==> src/rtl/pc_scheduler.sv <==
// pc_scheduler: two-FIFO thread scheduler that feeds basic_block and steps through characters.
module pc_fifo #(
    parameter int W = 8,
    parameter int L = 4
) (
    input  logic         clk,
    input  logic         reset,
    input  logic         i_flush,
    input  logic         i_push,
    input  logic [W-1:0] i_data,
    input  logic         i_pop,
    output logic [W-1:0] o_head,
    output logic         o_empty,
    output logic         o_full
);
    logic [W-1:0] r_mem [2**L];
    logic [L-1:0] r_wr;
    logic [L-1:0] r_rd;
    logic [L:0]   r_cnt;
    logic         w_push;
    logic         w_pop;
    assign o_head  = r_mem[r_rd];
    assign o_empty = r_cnt == '0;
    assign o_full  = r_cnt[L];
    assign w_push  = i_push && !o_full;
    assign w_pop   = i_pop && !o_empty;
    always_ff @(posedge clk) begin
        if (reset || i_flush) begin
            r_wr  <= '0;
            r_rd  <= '0;
            r_cnt <= '0;
        end else begin
            if (w_push) begin
                r_mem[r_wr] <= i_data;
                r_wr        <= r_wr + L'(1);
            end
            if (w_pop)
                r_rd <= r_rd + L'(1);
            r_cnt <= r_cnt + (L+1)'(w_push) - (L+1)'(w_pop);
        end
    end
endmodule

module pc_scheduler #(
    parameter int PC_WIDTH         = 8,
    parameter int FIFO_DEPTH_LOG   = 4,
    parameter int CHAR_INDEX_WIDTH = 16
) (
    input  logic                        clk,
    input  logic                        reset,
    input  logic                        start_valid,
    input  logic [PC_WIDTH-1:0]         start_pc,
    output logic                        start_ready,
    input  logic [CHAR_INDEX_WIDTH-1:0] string_length,
    input  logic                        in_pc_valid,
    input  logic [PC_WIDTH-1:0]         in_pc,
    input  logic                        in_pc_is_directed_to_current,
    output logic                        in_pc_ready,
    output logic                        out_pc_valid,
    output logic [PC_WIDTH-1:0]         out_pc,
    input  logic                        out_pc_ready,
    input  logic                        bb_busy,
    input  logic                        accepts,
    output logic [CHAR_INDEX_WIDTH-1:0] char_index,
    output logic                        advance,
    output logic                        done,
    output logic                        match,
    input  logic                        done_ack
);
    localparam logic [1:0] S_IDLE = 2'd0;
    localparam logic [1:0] S_RUN  = 2'd1;
    localparam logic [1:0] S_ADV  = 2'd2;
    localparam logic [1:0] S_DONE = 2'd3;
    logic [1:0]                  r_state;
    logic [1:0]                  w_state_nxt;
    logic                        r_cur_sel;
    logic                        r_match;
    logic                        r_pop_prev;
    logic [CHAR_INDEX_WIDTH-1:0] r_len;
    logic [CHAR_INDEX_WIDTH-1:0] r_idx;
    logic [CHAR_INDEX_WIDTH:0]   w_idx_inc;
    logic [PC_WIDTH-1:0]         w_head_a;
    logic [PC_WIDTH-1:0]         w_head_b;
    logic [PC_WIDTH-1:0]         w_push_data;
    logic w_empty_a, w_empty_b, w_full_a, w_full_b;
    logic w_run, w_done_st, w_cur_empty, w_nxt_empty, w_tgt_b, w_tgt_full;
    logic w_start, w_pop, w_push, w_push_a, w_push_b, w_quiet, w_last;
    assign w_run       = r_state == S_RUN;
    assign w_done_st   = r_state == S_DONE;
    assign w_cur_empty = r_cur_sel ? w_empty_b : w_empty_a;
    assign w_nxt_empty = r_cur_sel ? w_empty_a : w_empty_b;
    // B is the target when it is current and the PC stays, or it is next and the PC moves on
    assign w_tgt_b     = r_cur_sel == in_pc_is_directed_to_current;
    assign w_tgt_full  = w_tgt_b ? w_full_b : w_full_a;
    assign start_ready  = !reset && r_state == S_IDLE;
    assign out_pc_valid = !reset && w_run && !w_cur_empty;
    assign out_pc       = reset ? '0 : (r_cur_sel ? w_head_b : w_head_a);
    assign in_pc_ready  = !reset && (w_done_st || (w_run && !w_tgt_full));
    assign char_index   = reset ? '0 : r_idx;
    assign advance      = !reset && r_state == S_ADV;
    assign done         = !reset && w_done_st;
    assign match        = !reset && w_done_st && r_match;
    assign w_start     = start_ready && start_valid;
    assign w_pop       = out_pc_valid && out_pc_ready;
    assign w_push      = w_run && in_pc_valid && in_pc_ready;
    assign w_push_a    = (w_start && !r_cur_sel) || (w_push && !w_tgt_b);
    assign w_push_b    = (w_start && r_cur_sel) || (w_push && w_tgt_b);
    assign w_push_data = w_start ? start_pc : in_pc;
    assign w_quiet     = w_cur_empty && !bb_busy && !in_pc_valid && !w_pop && !r_pop_prev;
    assign w_idx_inc   = {1'b0, r_idx} + (CHAR_INDEX_WIDTH+1)'(1);
    assign w_last      = w_idx_inc >= {1'b0, r_len};
    assign w_state_nxt = (r_state == S_IDLE) ? (start_valid ? S_RUN : S_IDLE) :
                         (r_state == S_RUN)  ? (accepts ? S_DONE :
                                                !w_quiet ? S_RUN :
                                                (w_nxt_empty || w_last) ? S_DONE : S_ADV) :
                         (r_state == S_ADV)  ? S_RUN :
                         (done_ack ? S_IDLE : S_DONE);
    pc_fifo #(.W(PC_WIDTH), .L(FIFO_DEPTH_LOG)) u_fifo_a (
        .clk(clk), .reset(reset), .i_flush(w_done_st), .i_push(w_push_a), .i_data(w_push_data),
        .i_pop(w_pop && !r_cur_sel), .o_head(w_head_a), .o_empty(w_empty_a), .o_full(w_full_a)
    );
    pc_fifo #(.W(PC_WIDTH), .L(FIFO_DEPTH_LOG)) u_fifo_b (
        .clk(clk), .reset(reset), .i_flush(w_done_st), .i_push(w_push_b), .i_data(w_push_data),
        .i_pop(w_pop && r_cur_sel), .o_head(w_head_b), .o_empty(w_empty_b), .o_full(w_full_b)
    );
    always_ff @(posedge clk) begin
        if (reset) begin
            r_state    <= S_IDLE;
            r_cur_sel  <= 1'b0;
            r_match    <= 1'b0;
            r_pop_prev <= 1'b0;
            r_len      <= '0;
            r_idx      <= '0;
        end else begin
            r_state    <= w_state_nxt;
            r_pop_prev <= w_pop;
            if (w_start) begin
                r_len   <= string_length;
                r_idx   <= '0;
                r_match <= 1'b0;
            end
            if (w_run && accepts)
                r_match <= 1'b1;
            if (r_state == S_ADV) begin
                r_cur_sel <= ~r_cur_sel;
                r_idx     <= w_idx_inc[CHAR_INDEX_WIDTH-1:0];
            end
        end
    end
endmodule

==> config.mk <==
export PLATFORM = sky130hd
export DESIGN_NAME = pc_scheduler
export DESIGN_NICKNAME = d
export VERILOG_FILES = /design/src/rtl/pc_scheduler.sv
export SDC_FILE = /design/constraint.sdc
export NUM_CORES = 1
export LEC_CHECK = 0
export CORE_MARGIN = 1
export CORE_UTILIZATION = 56
export DETAILED_ROUTE_END_ITERATION = 8
export PLACE_DENSITY = 0.72
export SLEW_MARGIN = 0
export SYNTH_ARGS = -nofsm -noshare
export SYNTH_HDL_FRONTEND = slang
export SYNTH_HIERARCHICAL = 1
export SYNTH_SLANG_ARGS = --single-unit
==> constraint.sdc <==
create_clock -name clk -period 3.8 [get_ports clk]
set_input_delay 1.14 -clock clk [delete_from_list [all_inputs] [get_ports clk]]
set_output_delay 1.14 -clock clk [all_outputs]
set_load 0.03 [all_outputs]
Word level (Yosys, flattened, before mapping)
Memory sizes are Yosys's and may differ from the RTL's. A register that Yosys moved wholly into a read port is not among the register bits.
Cells that the tools add are included.
{"block": "word_totals", "out_inout_bits": 30, "reg_bits": 63, "ram_bits": 256, "n_memories": 2, "input_bits": 41, "word_cells": 108}
{"name": "u_fifo_a.r_mem", "depth": 16, "width": 8, "read_ports": 1, "rd_clocked_by_memory_dff": 1, "wr": 1, "line": "16", "source": "logic [W-1:0] r_mem [2**L];"}
{"name": "u_fifo_b.r_mem", "depth": 16, "width": 8, "read_ports": 1, "rd_clocked_by_memory_dff": 1, "wr": 1, "line": "16"}
{"block": "classes", "n_lt_le_gt_ge": 1, "reduce_logical": 50, "mux": 29, "eq_ne": 4, "bitwise_logic": 1, "n_addsub": 9}
{"operator": "$mux 16", "count": 3}
{"operator": "$logic_and 1x1->1", "count": 27}
{"operator": "$mux 8", "count": 3}
{"operator": "$add 16x1->17 const B", "count": 1}
{"operator": "$ge 17x16->1", "count": 1}
{"operator": "$add 4x1->4 const B", "count": 4}
{"operator": "$mux 4", "count": 4}
{"operator": "$logic_not 1->1", "count": 13}
{"operator": "$mux 1", "count": 13}
{"operator": "$mux 2", "count": 6}
{"operator": "$add 5x1->5", "count": 2}
{"operator": "$logic_not 5->1", "count": 2}
{"operator": "$sub 5x1->5", "count": 2}
{"operator": "$logic_or 1x1->1", "count": 5}
{"operator": "$eq 2x2->1 const B", "count": 2}
{"operator": "$reduce_bool 2->1", "count": 2}
{"operator": "$eq 2x1->1 const B", "count": 1}
{"operator": "$logic_not 2->1", "count": 1}
{"operator": "$eq 1x1->1", "count": 1}
{"operator": "$not 1->1", "count": 1}

Depth between registers and ports, before layout
Gate-level depths: netlist of the first run.
{"block": "logic_depth", "ltp_word": 13, "mapped_depth": 18}

Modules after synthesis
The synthesis of the first run kept the hierarchy.
{"module": "pc_fifo", "cells_each": 310, "n_inst": 2, "area_each_um2": 5778.0}
{"module": "pc_scheduler", "cells_each": 337, "n_inst": 1, "area_each_um2": 2523.7}

Worst setup path after synthesis of the first run
Ideal clock, no wire load.
{"block": "synth_path", "path_type": "in2reg", "from": "input port reset", "to": "register u_fifo_a.r_cnt[4]", "required_time_ns": 3.730, "path_buffers": 0, "stages": 14, "t_arrival_ns": 4.069, "setup_time_ns": 0.070, "setup_slack_ns": -0.339, "cell_sequence": "nand2b_1 > nor3b_1 > nand2_1 > nor2_1 > nand2_1 > inv_1 > ha_1 > inv_1 > ha_1 > fa_1 > a21oi_1 > nor2_1 > or3_1 > a21oi_1"}
{"block": "synth_between", "word_cells_on_any_way": 17, "cone_classes": "add/sub: 2; reduce/logical: 15"}
{"element": "start: declaration", "line": "50", "source": "input logic reset,"}
{"element": "$logic_not 1->1", "line": "96", "source": "assign out_pc_valid = !reset && w_run && !w_cur_empty;"}
{"element": "$logic_and 1x1->1 (2 in series)", "line": "96"}
{"element": "net out_pc_valid", "line": "59", "source": "output logic out_pc_valid,"}
{"element": "$logic_and 1x1->1", "line": "104", "source": "assign w_pop = out_pc_valid && out_pc_ready;"}
{"element": "$logic_and 1x1->1", "line": "120", "source": ".i_pop(w_pop && !r_cur_sel), .o_head(w_head_a), .o_empty(w_empty_a), .o_full(w_full_a)"}
{"element": "$logic_and 1x1->1", "line": "26", "source": "assign w_pop = i_pop && !o_empty;"}
{"element": "net u_fifo_a.w_pop", "line": "21", "source": "logic w_pop;"}
{"element": "$sub 5x1->5", "line": "39", "source": "r_cnt <= r_cnt + (L+1)'(w_push) - (L+1)'(w_pop);"}
{"element": "end signal: assignment", "line": "39"}
{"element": "end: declaration", "line": "19", "source": "logic [L:0] r_cnt;"}
The timed path passes the listed nets, and every way through them passes these cells.
A chain may end at the register's enable or synchronous reset.

Worst setup path after layout of the first run
{"block": "layout_path", "from": "input port in_pc_is_directed_to_current", "to": "output port in_pc_ready"}
{"block": "layout_between", "elab_chain_len": 6}
{"element": "start: declaration", "line": "57", "source": "input logic in_pc_is_directed_to_current,"}
{"element": "$eq 1x1->1", "line": "93", "source": "assign w_tgt_b = r_cur_sel == in_pc_is_directed_to_current;"}
{"element": "$mux 1", "line": "94", "source": "assign w_tgt_full = w_tgt_b ? w_full_b : w_full_a;"}
{"element": "$logic_not 1->1", "line": "98", "source": "assign in_pc_ready = !reset && (w_done_st || (w_run && !w_tgt_full));"}
{"element": "$logic_and 1x1->1", "line": "98"}
{"element": "$logic_or 1x1->1", "line": "98"}
{"element": "$logic_and 1x1->1", "line": "98"}
{"element": "end: declaration", "line": "58", "source": "output logic in_pc_ready,"}
No other way between the ends.

==> results.md, run 1 <==
- Setup repair after global routing left no endpoint under its margin.
- CTS built an H-tree with a depth of 1.
- The worst setup timing slack at the placement stage is -0.0423 ns.
- The post-synthesis area per instance is 14.7 sq um.
- The aggregate global routing overflow is 0.
- For this design the top-level I/O count stands at 71.
- The run finished with clean final reports.
- Dividing the detail-routed wire length by the instance count gives 20.7 um.
- The startpoint identified for the worst register-to-register timing path is u_fifo_b/r_cnt[3].
- The mean number of vias per cell is 5.74.
- The worst setup path is launched from a primary input.
- The count of cells in the finished layout, fillers not included, comes to 1,434.
- The total count of max-transition violations in the final report is 0.
- The type of the worst setup path is primary input to primary output.
- Entering global routing, the biggest net connects 42 pins.
- The final critical path time including I/O delays and setup is 3.73 ns.
- For the pin with the worst max-slew slack, the measured transition is 0.692 ns.
- After clock tree synthesis, the flow added hold-fix buffers numbering 0.
- The sum of routed wire segments on met1 is 12,900 um.
- The number of antenna diodes in the final layout is 0.
- The starting density of the core is 57.6%.
- The area growth from synthesis to layout is 17.2%.
- The clock root buffer master is clkbuf_16.
- Leaving out fill and tap cells, the most frequent cell in the layout is edfxtp_1.
- The full die area is 25,800 sq um.
- The data arrival time of the critical path is 2.59 ns.
- The buffer depth of the longest clock path is 3.
- The startpoint of the tightest hold check path is r_len[14].
- The number of placed instances, taps included, is 1,375.
- The total power per unit cell area is 456 nW/um^2.
- In the final layout, the share of cells above drive strength 1 is 16.9%.
- The share of the Yosys chip area taken by registers is 64.7%.
- After detailed routing, the met3 layer carries 1190 um of wire.
- The portion of total power attributed to combinational logic is 9.3%.
- The post-synthesis net count is 1,039.
- STA puts the critical path data required time at 2.66 ns.
- The pre-antenna-repair detailed-routing pass consisted of 5 iterations.
- The biggest fanout along the worst timing path is 3.
- The area of the mapped netlist is 14,100 sq um.
- The number of enable-type register cells in the synthesized netlist is 256.
- During placement, the flow inserted port buffers numbering 70.
- The number of fill cells in the layout is 1,706.
- The first global-routing pass estimated 45,700 um of wire.
- With fillers left out, the area of the finished cells amounts to 16,500 sq um.
- The die outline width is 161 um.
- The end-of-flow core utilization is 67.4%.
- The achievable clock frequency is 268 MHz.
- The final layout contains routed wiring with a total length of 29,700 um.
- The Yosys step of the flow raised 6 warnings.
- Routability-driven placement finished with a final weighted congestion of 0.835.
- The count of final hold-check violations was 0.
- The switching power is 1.71 mW.
- In this run the vertical extent of the chip is 161 um.
- For this design, the sink count on the clock tree is 327.
- The clock-pin transition on the worst setup and hold timing paths is 0.06 ns.
- TritonCTS built the clock tree.
- The placed wire-length estimate is 19,500 um.
- The slowest stage of the critical path is the clkdlybuf4s50_1 cell.
- The sequential power share is 53.2%.
- For this design the static power due to leakage is 5.75 nW.
- The setup TNS is 0 ns.
- The worst path meets setup with 0.0730 ns of slack.
- Internal power comes to 5.82 mW.
- The remaining routing DRC violations is 0.
- The register bit total from synthesis is 327.
- The length of routed met2 wiring is 14,800 um.
- The number of nets at the end of the flow is 1,170.
- The tool flagged a number of max-cap violations equal to 0.
- Setup violations remaining at the end of the flow were counted as 0.
- The highest signal layer in the routed design is met4.
- Traced cell by cell, the critical path runs through clkdlybuf4s50_1 > xnor2_1 > mux2_2 > a21oi_2 > buf_4 > buf_4.
- Of the total power, the clock network draws 37.5%.
- For the worst-skew pair, the clock arrives at the later sink with an insertion delay of 0.54 ns.
- The via count of the first global-routing pass is 8,121.
- The post-route antenna net violation count is 0.
- The number of antenna violations at the first check in global routing was 0.
- The share of the clock period used by the worst path after layout is 98.1%.
- The row count is 57.
- After technology mapping, the gate count stands at 957.
- Net switching is 22.7% of the power.
- The total via count in the routed design is 8,235.
- The placeable core area is 24,500 sq um.
- Counting distinct cell types in the post-synthesis netlist gives 52.
- STA classifies the critical path endpoint as a primary output.
- Global routing consumed, over all layers together, 23.3% of the routing resources.
- The timing startpoint of the critical path is in_pc_is_directed_to_current.
- For this run, asynchronously set or reset flops after synthesis account for 0%.
- The highest cell delay on the worst timing path is 0.50 ns.
- The number of buffers created by CTS is 31.
- For this run, the leading register cell type out of synthesis is edfxtp_1.
- The detailed router's first-iteration violation count is 625.
- Among the stages of the critical path, the cell type that occurs most often is buf_4.
- The instance area after placement is 15,500 sq um.
- In the layout the commonest cells are 256 x edfxtp_1, 94 x nor2_1, 87 x nand2_1.
- Clock skew on the completed layout was measured at 0.00836 ns.
- The max-slew headroom at the worst pin is 52.7%.
- The maximum resistive drop on vdd is 358 uV.
- The worst hold path belongs to the class flop to flop.
[layer usage]
layer	vias to the layer above	global-route usage, %
met5	-	0
met1	4128	32.2
met2	199	39.3
met4	0	7.36
li1	3863	-
met3	45	2.43
[power by group through the flow]
stage                     registers (mW)  logic (mW)  clock network, mW
after floorplan                     4.07       0.430                  0
after global placement              4.08       0.681                  0
after detailed placement            4.08       0.694                  0
after CTS                           4.01       0.702               2.86
after global routing                4.01       0.773               3.00
final                               4.01       0.702               2.82
[area by class of cell]
type                            instances  area, sq um  share of cell area, %
Clock inverter                         12         86.3                  0.523
Tap cell                              324          405                   2.46
Clock buffer                           43          831                   5.04
Timing Repair Buffer                  146         1320                   7.99
Sequential cell                       327         9120                   55.3
Inverter                               40          150                  0.910
Multi-Input combinational cell        542         4590                   27.8
[Yosys cell counts, types with 21 or more instances]
cell type,count,area (sq um)
nor2b_1,21,131
dfxtp_1,71,1420
a21oi_1,31,155
nand3_1,22,110
nor2_1,94,353
a22oi_1,32,240
mux4_2,36,811
ha_1,39,488
inv_1,40,150
nand2_1,87,327
edfxtp_1,256,7690
mux4_1,28,736
[stage by stage]
step	total power, mW	hold slack [ns]
5_1_grt	7.78	0.504
4_1_cts	7.57	0.486
2_1_floorplan	4.50	0.453
6_report	7.53	0.484
3_3_place_gp	4.76	0.469
3_5_place_dp	4.78	0.472
[sequential cells by signal (all words and copies together), names as in the netlist, named ones only]
name	flops
r_match	1
r_state	2
u_fifo_a/r_cnt	5
u_fifo_b/r_mem	128
r_idx	16
u_fifo_a/r_mem	128
u_fifo_a/r_rd	4
u_fifo_b/r_rd	4
r_len	16
u_fifo_a/r_wr	4
r_pop_prev	1
u_fifo_b/r_cnt	5
u_fifo_b/r_wr	4
r_cur_sel	1
[cells by family (layout without fill, tap and decap cells)]
logic type	count (synthesis)	after routing	share of synthesized area (%)
mux	77	77	11.9
simple gates	280	280	9.26
buf+inv	88	241	3.09
fa+ha+maj	41	41	3.75
flops	327	327	64.7
xor+xnor	34	34	2.12
compound gates	110	110	5.17
[repair_timing]
action	4_1_cts	5_1_grt
setup endpoints to repair	7	7
pin swaps	0	0
buffers inserted	0	3
resized for setup	9	16
cloned	1	0
[critical path, delay by kind of cell]
family	cells	cell delay, ns
buf+inv	3	0.78
mux	1	0.36
compound gates	1	0.18
xor+xnor	1	0.13
[path summary, 6_finish.rpt]
path	endpoint	slack, ns	cells after the start
max	in_pc_ready	0.07	6
min	r_len[14]	0.48	2
max reg2reg	u_fifo_b/r_cnt[4]	0.28	17
min reg2reg	r_len[14]	0.48	2
No activity file was read; power rests on OpenSTA's default activity.
==> inputs of run 2 (changes only) <==
Settings changed: REMOVE_ABC_BUFFERS set to 1.
==> results.md, run 2 (same netlist as run 1, synthesis figures left out) <==
- The share of the clock period used by the worst path after layout came to 98.7% (was 98.1%).
- The total power is 7.86 mW (was 7.53 mW).
- The clock root buffer master is clkbuf_16 (unchanged).
- The full die area is 25,800 sq um (unchanged).
- The required time reported for the critical path endpoint is 2.66 ns (about the same).
- The worst clock skew is 0.0137 ns (was 0.00836 ns).
- The height of the die is 161 um (unchanged).
- The number of antenna violations at the first check in global routing is 0 (unchanged).
- The total area of sequential cells came to 9110 sq um (was 9120 sq um).
- The instance area after placement was 15,500 sq um (about the same).
- The depth of the CTS H-tree was 2 (was 1).
- The final estimated routing congestion in global placement is 0.807 (was 0.835).
- Run status: complete, no violations (unchanged).
- The endpoint class of the critical path is a primary output (unchanged).
- The maximum number of pins on one net before global-route repair is 57 (was 42).
- The starting density of the core is 57.6% (unchanged).
- The placeable core area is 24,500 sq um (unchanged).
- The aggregate global routing overflow is 0 (unchanged).
- The post-route antenna net violation count is 0 (unchanged).
- The clock-pin transition on the worst setup and hold timing paths is 0.06 ns (about the same).
- The via count of the first global-routing pass is 8,160 (was 8,121).
- The final critical path time including I/O delays and setup is 3.75 ns (was 3.73 ns).
- The top-level port count is 71 (unchanged).
- The count of TritonRoute iterations in the first routing pass is 8 (was 5).
- The average wire per standard cell is 19.8 um (was 20.7 um).
- The number of cells on the worst reg-to-reg path is 17 (unchanged).
- The final setup violation count was 0 (unchanged).
- Most frequent cells in the layout: 256 x edfxtp_1, 94 x nor2_1, 87 x nand2_1 (unchanged).
- The total count of max-transition violations in the final report is 0 (unchanged).
- The final worst slack is 0.0503 ns (was 0.0730 ns).
- The worst setup timing slack at the placement stage is -0.0891 ns (was -0.0423 ns).
- The post-placement cell count is 1,378 (was 1,375).
- The max-slew headroom at the worst pin is 41.4% (was 52.7%).
- The count of cells along the worst hold path is 2 (unchanged).
- Top Registers: u_fifo_a/r_mem (128), u_fifo_b/r_mem (128) (unchanged).
- The class of the most critical hold timing path is flop to flop (unchanged).
- The final instance area was 16,600 sq um (was 16,500 sq um).
- The worst slack on hold paths came to 0.479 ns (was 0.484 ns).
- The number of buffers created by CTS is 34 (was 31).
- The die outline width came to 161 um (unchanged).
- The number of port buffers is 70 (unchanged).
- The number of buffers inserted by hold repair at cts is 0 (unchanged).
- The slew at the pin closest to its max-slew limit is 0.876 ns (was 0.692 ns).
- The total routing resource utilization after global routing is 22.9% (was 23.3%).
- The row count came to 57 (unchanged).
- The number of setup buffers added after CTS was 0 (unchanged).
- The wire length of the first global-routing pass was 44,700 um (was 45,700 um).
- The mean number of vias per cell came to 5.70 (was 5.74).
- The detailed router's first-iteration violation count came to 544 (was 625).
- The setup TNS is 0 ns (unchanged).
- The total via count in the routed design came to 8,196 (was 8,235).
- The type of origin of the critical path is a primary input (unchanged).
- The multi-input logic area is 4590 sq um (about the same).
- The maximum resistive drop on vdd is 361 uV (was 358 uV).
- The most common cell after layout, fill and taps aside is edfxtp_1 (unchanged).
- The total wire length after detailed routing is 28,500 um (was 29,700 um).
- The number of clock sinks is 327 (unchanged).
- The total power per unit cell area is 472 nW/um^2 (was 456 nW/um^2).
- The share of layout cells above drive strength 1 is 17.3% (was 16.9%).
- The buffer depth of the longest clock path is 3 (unchanged).
- The layout overhead on the synthesized area is 18.2% (was 17.2%).
- The number of fill cells in the layout came to 1,655 (was 1,706).
- The count of final hold-check violations is 0 (unchanged).
- The biggest fanout along the worst timing path is 3 (unchanged).
- The end-of-flow core utilization is 68.0% (was 67.4%).
- The remaining routing DRC violations is 0 (unchanged).
- The data arrival time of the critical path came to 2.61 ns (was 2.59 ns).
- The number of nets at the end of the flow is 1,173 (was 1,170).
- The achievable clock frequency is 267 MHz (was 268 MHz).
- The placed wire-length estimate is 18,200 um (was 19,500 um).
- The CTS tree is built (unchanged).
- The total leakage power is 5.83 nW (was 5.75 nW).
- The number of diodes was 0 (unchanged).
- The latest clock arrival within the worst-skew pair is 0.51 ns (was 0.54 ns).
- The non-filler instance count after layout is 1,438 (was 1,434).
- The count of maximum capacitance violations came to 0 (unchanged).
- The type of the worst setup path is primary input to primary output (unchanged).
==> run 2: repair_timing <==
| item | CTS | global route |
|---|---|---|
| endpoints found under the setup margin | 8 | 9 |
| pin swaps | 0 | 1 |
| gates cloned | 1 | 0 |
| gates resized for setup | 30 | 18 |
==> run 2: power breakdown <==
group	switching (mW)	internal [mW]	total, mW
clock	1.30	1.87	3.17
combinational	0.419	0.260	0.679
sequential	0.0399	3.97	4.01
==> run 2: worst paths after layout <==
kind | slack, ns | start | end
worst max-delay path | 0.05 | in_pc_is_directed_to_current | in_pc_ready
worst min-delay path | 0.48 | r_len[4] | r_len[4]
worst max register to register | 0.33 | u_fifo_b/r_cnt[3] | u_fifo_b/r_cnt[4]
worst min register to register | 0.48 | r_len[4] | r_len[4]
==> run 2: layout make-up <==
class | count | area share [%]
Clock inverter | 15 | 0.827
Tap cell | 324 | 2.44
Sequential cell | 327 | 54.8
Timing Repair Buffer | 146 | 7.89
Inverter | 40 | 0.902
Clock buffer | 44 | 5.59
Multi-Input combinational cell | 542 | 27.6
==> run 2: routing by layer <==
layer  vias to the layer above  global-route usage, %  wire length, um
li1                       3885                      -                -
met1                      4023                   31.7            12400
met2                       251                   37.5            13900
met3                        37                   3.59             1600
met4                         0                   6.93              559
met5                         -                      0                0
==> run 2: critical path: stages <==
cell and delay [ns]:
clkdlybuf4s50_1 0.49, xnor2_1 0.15, mux2_2 0.37, a21oi_2 0.18, buf_4 0.13, buf_4 0.14
==> inputs of run 3 (changes only) <==
Settings changed: CAP_MARGIN set to 0, TNS_END_PERCENT set to 10.
==> results.md, run 3 (same netlist as run 1, synthesis figures left out) <==
- Run status: complete, no violations (unchanged).
- The CTS tree is built (unchanged).
- The sequential power share is 51.0% (about the same).
- The placed wire-length estimate is 18,200 um (unchanged).
- The clock-pin transition on the worst setup and hold timing paths is 0.06 ns (about the same).
- The count of TritonRoute iterations in the first routing pass is 8 (unchanged).
- The end-of-flow core utilization is 68.2% (was 68.0%).
- The portion of total power attributed to combinational logic is 8.7% (was 8.6%).
- The multi-input logic area was 4590 sq um (unchanged).
- The biggest fanout along the worst timing path is 11 (was 3).
- The row count is 57 (unchanged).
- The via count of the first global-routing pass was 8,160 (unchanged).
- The final instance area was 16,700 sq um (was 16,600 sq um).
- The share of the clock period used by the worst path after layout is 99.4% (was 98.7%).
- The instance area after placement came to 15,500 sq um (unchanged).
- The share of layout cells above drive strength 1 came to 17.3% (unchanged).
- The number of buffers created by CTS is 34 (unchanged).
- The total wire length after detailed routing is 28,500 um (about the same).
- The maximum resistive drop on vdd was 362 uV (was 361 uV).
- The number of nets at the end of the flow is 1,173 (unchanged).
- The buffering stage count on the worst path with inverters included is 2 (was 3).
- The die outline width was 161 um (unchanged).
- The depth of the CTS H-tree is 2 (unchanged).
- The slew at the pin closest to its max-slew limit was 0.889 ns (was 0.876 ns).
- The setup TNS is 0 ns (unchanged).
- The number of fill cells in the layout is 1,646 (was 1,655).
- The total via count in the routed design is 8,172 (was 8,196).
- The maximum number of pins on one net before global-route repair is 57 (unchanged).
- The highest cell delay on the worst timing path is 0.56 ns (was 0.49 ns).
- The required time reported for the critical path endpoint is 2.66 ns (about the same).
- The total count of max-transition violations in the final report is 0 (unchanged).
- The achievable clock frequency is 265 MHz (was 267 MHz).
- The switching part of the total is 22.4% (about the same).
- The post-route antenna net violation count is 0 (unchanged).
- Most frequent cells in the layout: 256 x edfxtp_1, 94 x nor2_1, 87 x nand2_1 (unchanged).
- The number of port buffers was 70 (unchanged).
- The final critical path time including I/O delays and setup was 3.78 ns (was 3.75 ns).
- Top Registers: u_fifo_a/r_mem (128), u_fifo_b/r_mem (128) (unchanged).
- The mean number of vias per cell was 5.68 (was 5.70).
- The count of final hold-check violations is 0 (unchanged).
- The max-slew headroom at the worst pin came to 40.5% (was 41.4%).
- The detailed router's first-iteration violation count was 542 (was 544).
- The cell-internal power is 6.10 mW (about the same).
- The clock root buffer master was clkbuf_16 (unchanged).
- The remaining routing DRC violations is 0 (unchanged).
- The class of the most critical hold timing path is flop to flop (unchanged).
- The total power per unit cell area was 471 nW/um^2 (was 472 nW/um^2).
- The most common cell after layout, fill and taps aside is edfxtp_1 (unchanged).
- The type of the worst setup path is flop to primary output (was primary input to primary output).
- The buffer depth of the longest clock path is 3 (unchanged).
- The number of antenna violations at the first check in global routing is 0 (unchanged).
- The average wire per standard cell is 19.8 um (about the same).
- The count of maximum capacitance violations is 0 (unchanged).
- The total area of sequential cells is 9110 sq um (unchanged).
- The number of clock sinks is 327 (unchanged).
- Setup repair after global routing could not meet its margin everywhere.
- The worst clock skew came to 0.0136 ns (was 0.0137 ns).
- The data arrival time of the critical path is 2.64 ns (was 2.61 ns).
- Cells along the critical path: bufbuf_16 > mux4_1 > a22oi_2 > nand2_1 > mux2i_1 > nor2_1 > clkdlybuf4s15_2 (was clkdlybuf4s50_1 > xnor2_1 > mux2_2 > a21oi_2 > buf_4 > buf_4).
- The total leakage power came to 5.83 nW (about the same).
- The aggregate global routing overflow was 0 (unchanged).
- The non-filler instance count after layout is 1,438 (unchanged).
- The layout overhead on the synthesized area is 18.4% (was 18.2%).
- The number of diodes came to 0 (unchanged).
- The top-level port count is 71 (unchanged).
- The height of the die is 161 um (unchanged).
- The latest clock arrival within the worst-skew pair is 0.51 ns (about the same).
- The placeable core area is 24,500 sq um (unchanged).
- The total routing resource utilization after global routing is 22.9% (unchanged).
- The final estimated routing congestion in global placement is 0.807 (unchanged).
- The total power is 7.86 mW (about the same).
- The clock network fraction of design power is 40.3% (was 40.4%).
- The endpoint class of the critical path is a primary output (unchanged).
- The type of origin of the critical path is a flop (was primary input).
- The final setup violation count is 0 (unchanged).
- The wire length of the first global-routing pass came to 44,700 um (unchanged).
- The full die area is 25,800 sq um (unchanged).
- The post-placement cell count is 1,378 (unchanged).
- The cell family with the largest share of critical-path delay is multiplexers (was buffers and inverters).
- The number of buffers inserted by hold repair at cts is 0 (unchanged).
- The cell with the biggest individual delay on the critical path is mux4_1 (was clkdlybuf4s50_1).
- The starting density of the core is 57.6% (unchanged).
- The switching power was 1.76 mW (about the same).
==> run 3: final timing paths <==
kind                          start                end  slack, ns  depth (start not counted)
setup / recovery               flop          out_pc[3]       0.02                          7
hold / removal             r_len[4]           r_len[4]       0.48                          2
setup reg to reg  u_fifo_b/r_cnt[3]  u_fifo_b/r_cnt[4]       0.33                         17
hold reg to reg            r_len[4]           r_len[4]       0.48                          2
==> run 3: final cells by class <==
class	count	share of cell area, %
multi-input combinational	542	27.6
clock inverter	15	0.825
timing repair buffer	146	8.06
tap	324	2.43
sequential	327	54.7
clock buffer	44	5.58
inverter	40	0.900
==> run 3: repair_timing <==
item	in CTS	in global routing
setup endpoints to repair	8	9
buffers inserted	0	0
resized for setup	30	8
gates cloned	1	0
==> run 3: power groups by stage <==
stage | combinational, mW | clock, mW | sequential (mW)
finish | 0.683 | 3.17 | 4.01
global route | 0.752 | 3.37 | 4.01
CTS | 0.685 | 3.23 | 4.01
detailed placement | 0.679 | 0 | 4.08
global placement | 0.666 | 0 | 4.08
floorplan | 0.386 | 0 | 4.09
==> run 3: metal layers <==
layer	wire length, um	global-route usage, %
met5	0	0
met3	1500	3.59
met2	13900	37.5
met1	12500	31.7
met4	567	6.93
==> run 3: tightest hold or removal path: stages (launching register included) <==
cell and delay [ns]:
dfxtp_1 0.30, inv_1 0.06, o31ai_1 0.07
==> run 3: per-stage QoR <==
stage / hold slack (ns) / worst slack (ns)
floorplan: 0.451 / -0.836
global placement: 0.468 / -0.0138
detailed placement: 0.468 / -0.0891
CTS: 0.483 / -0.00353
global route: 0.504 / -0.0636
finish: 0.479 / 0.0234
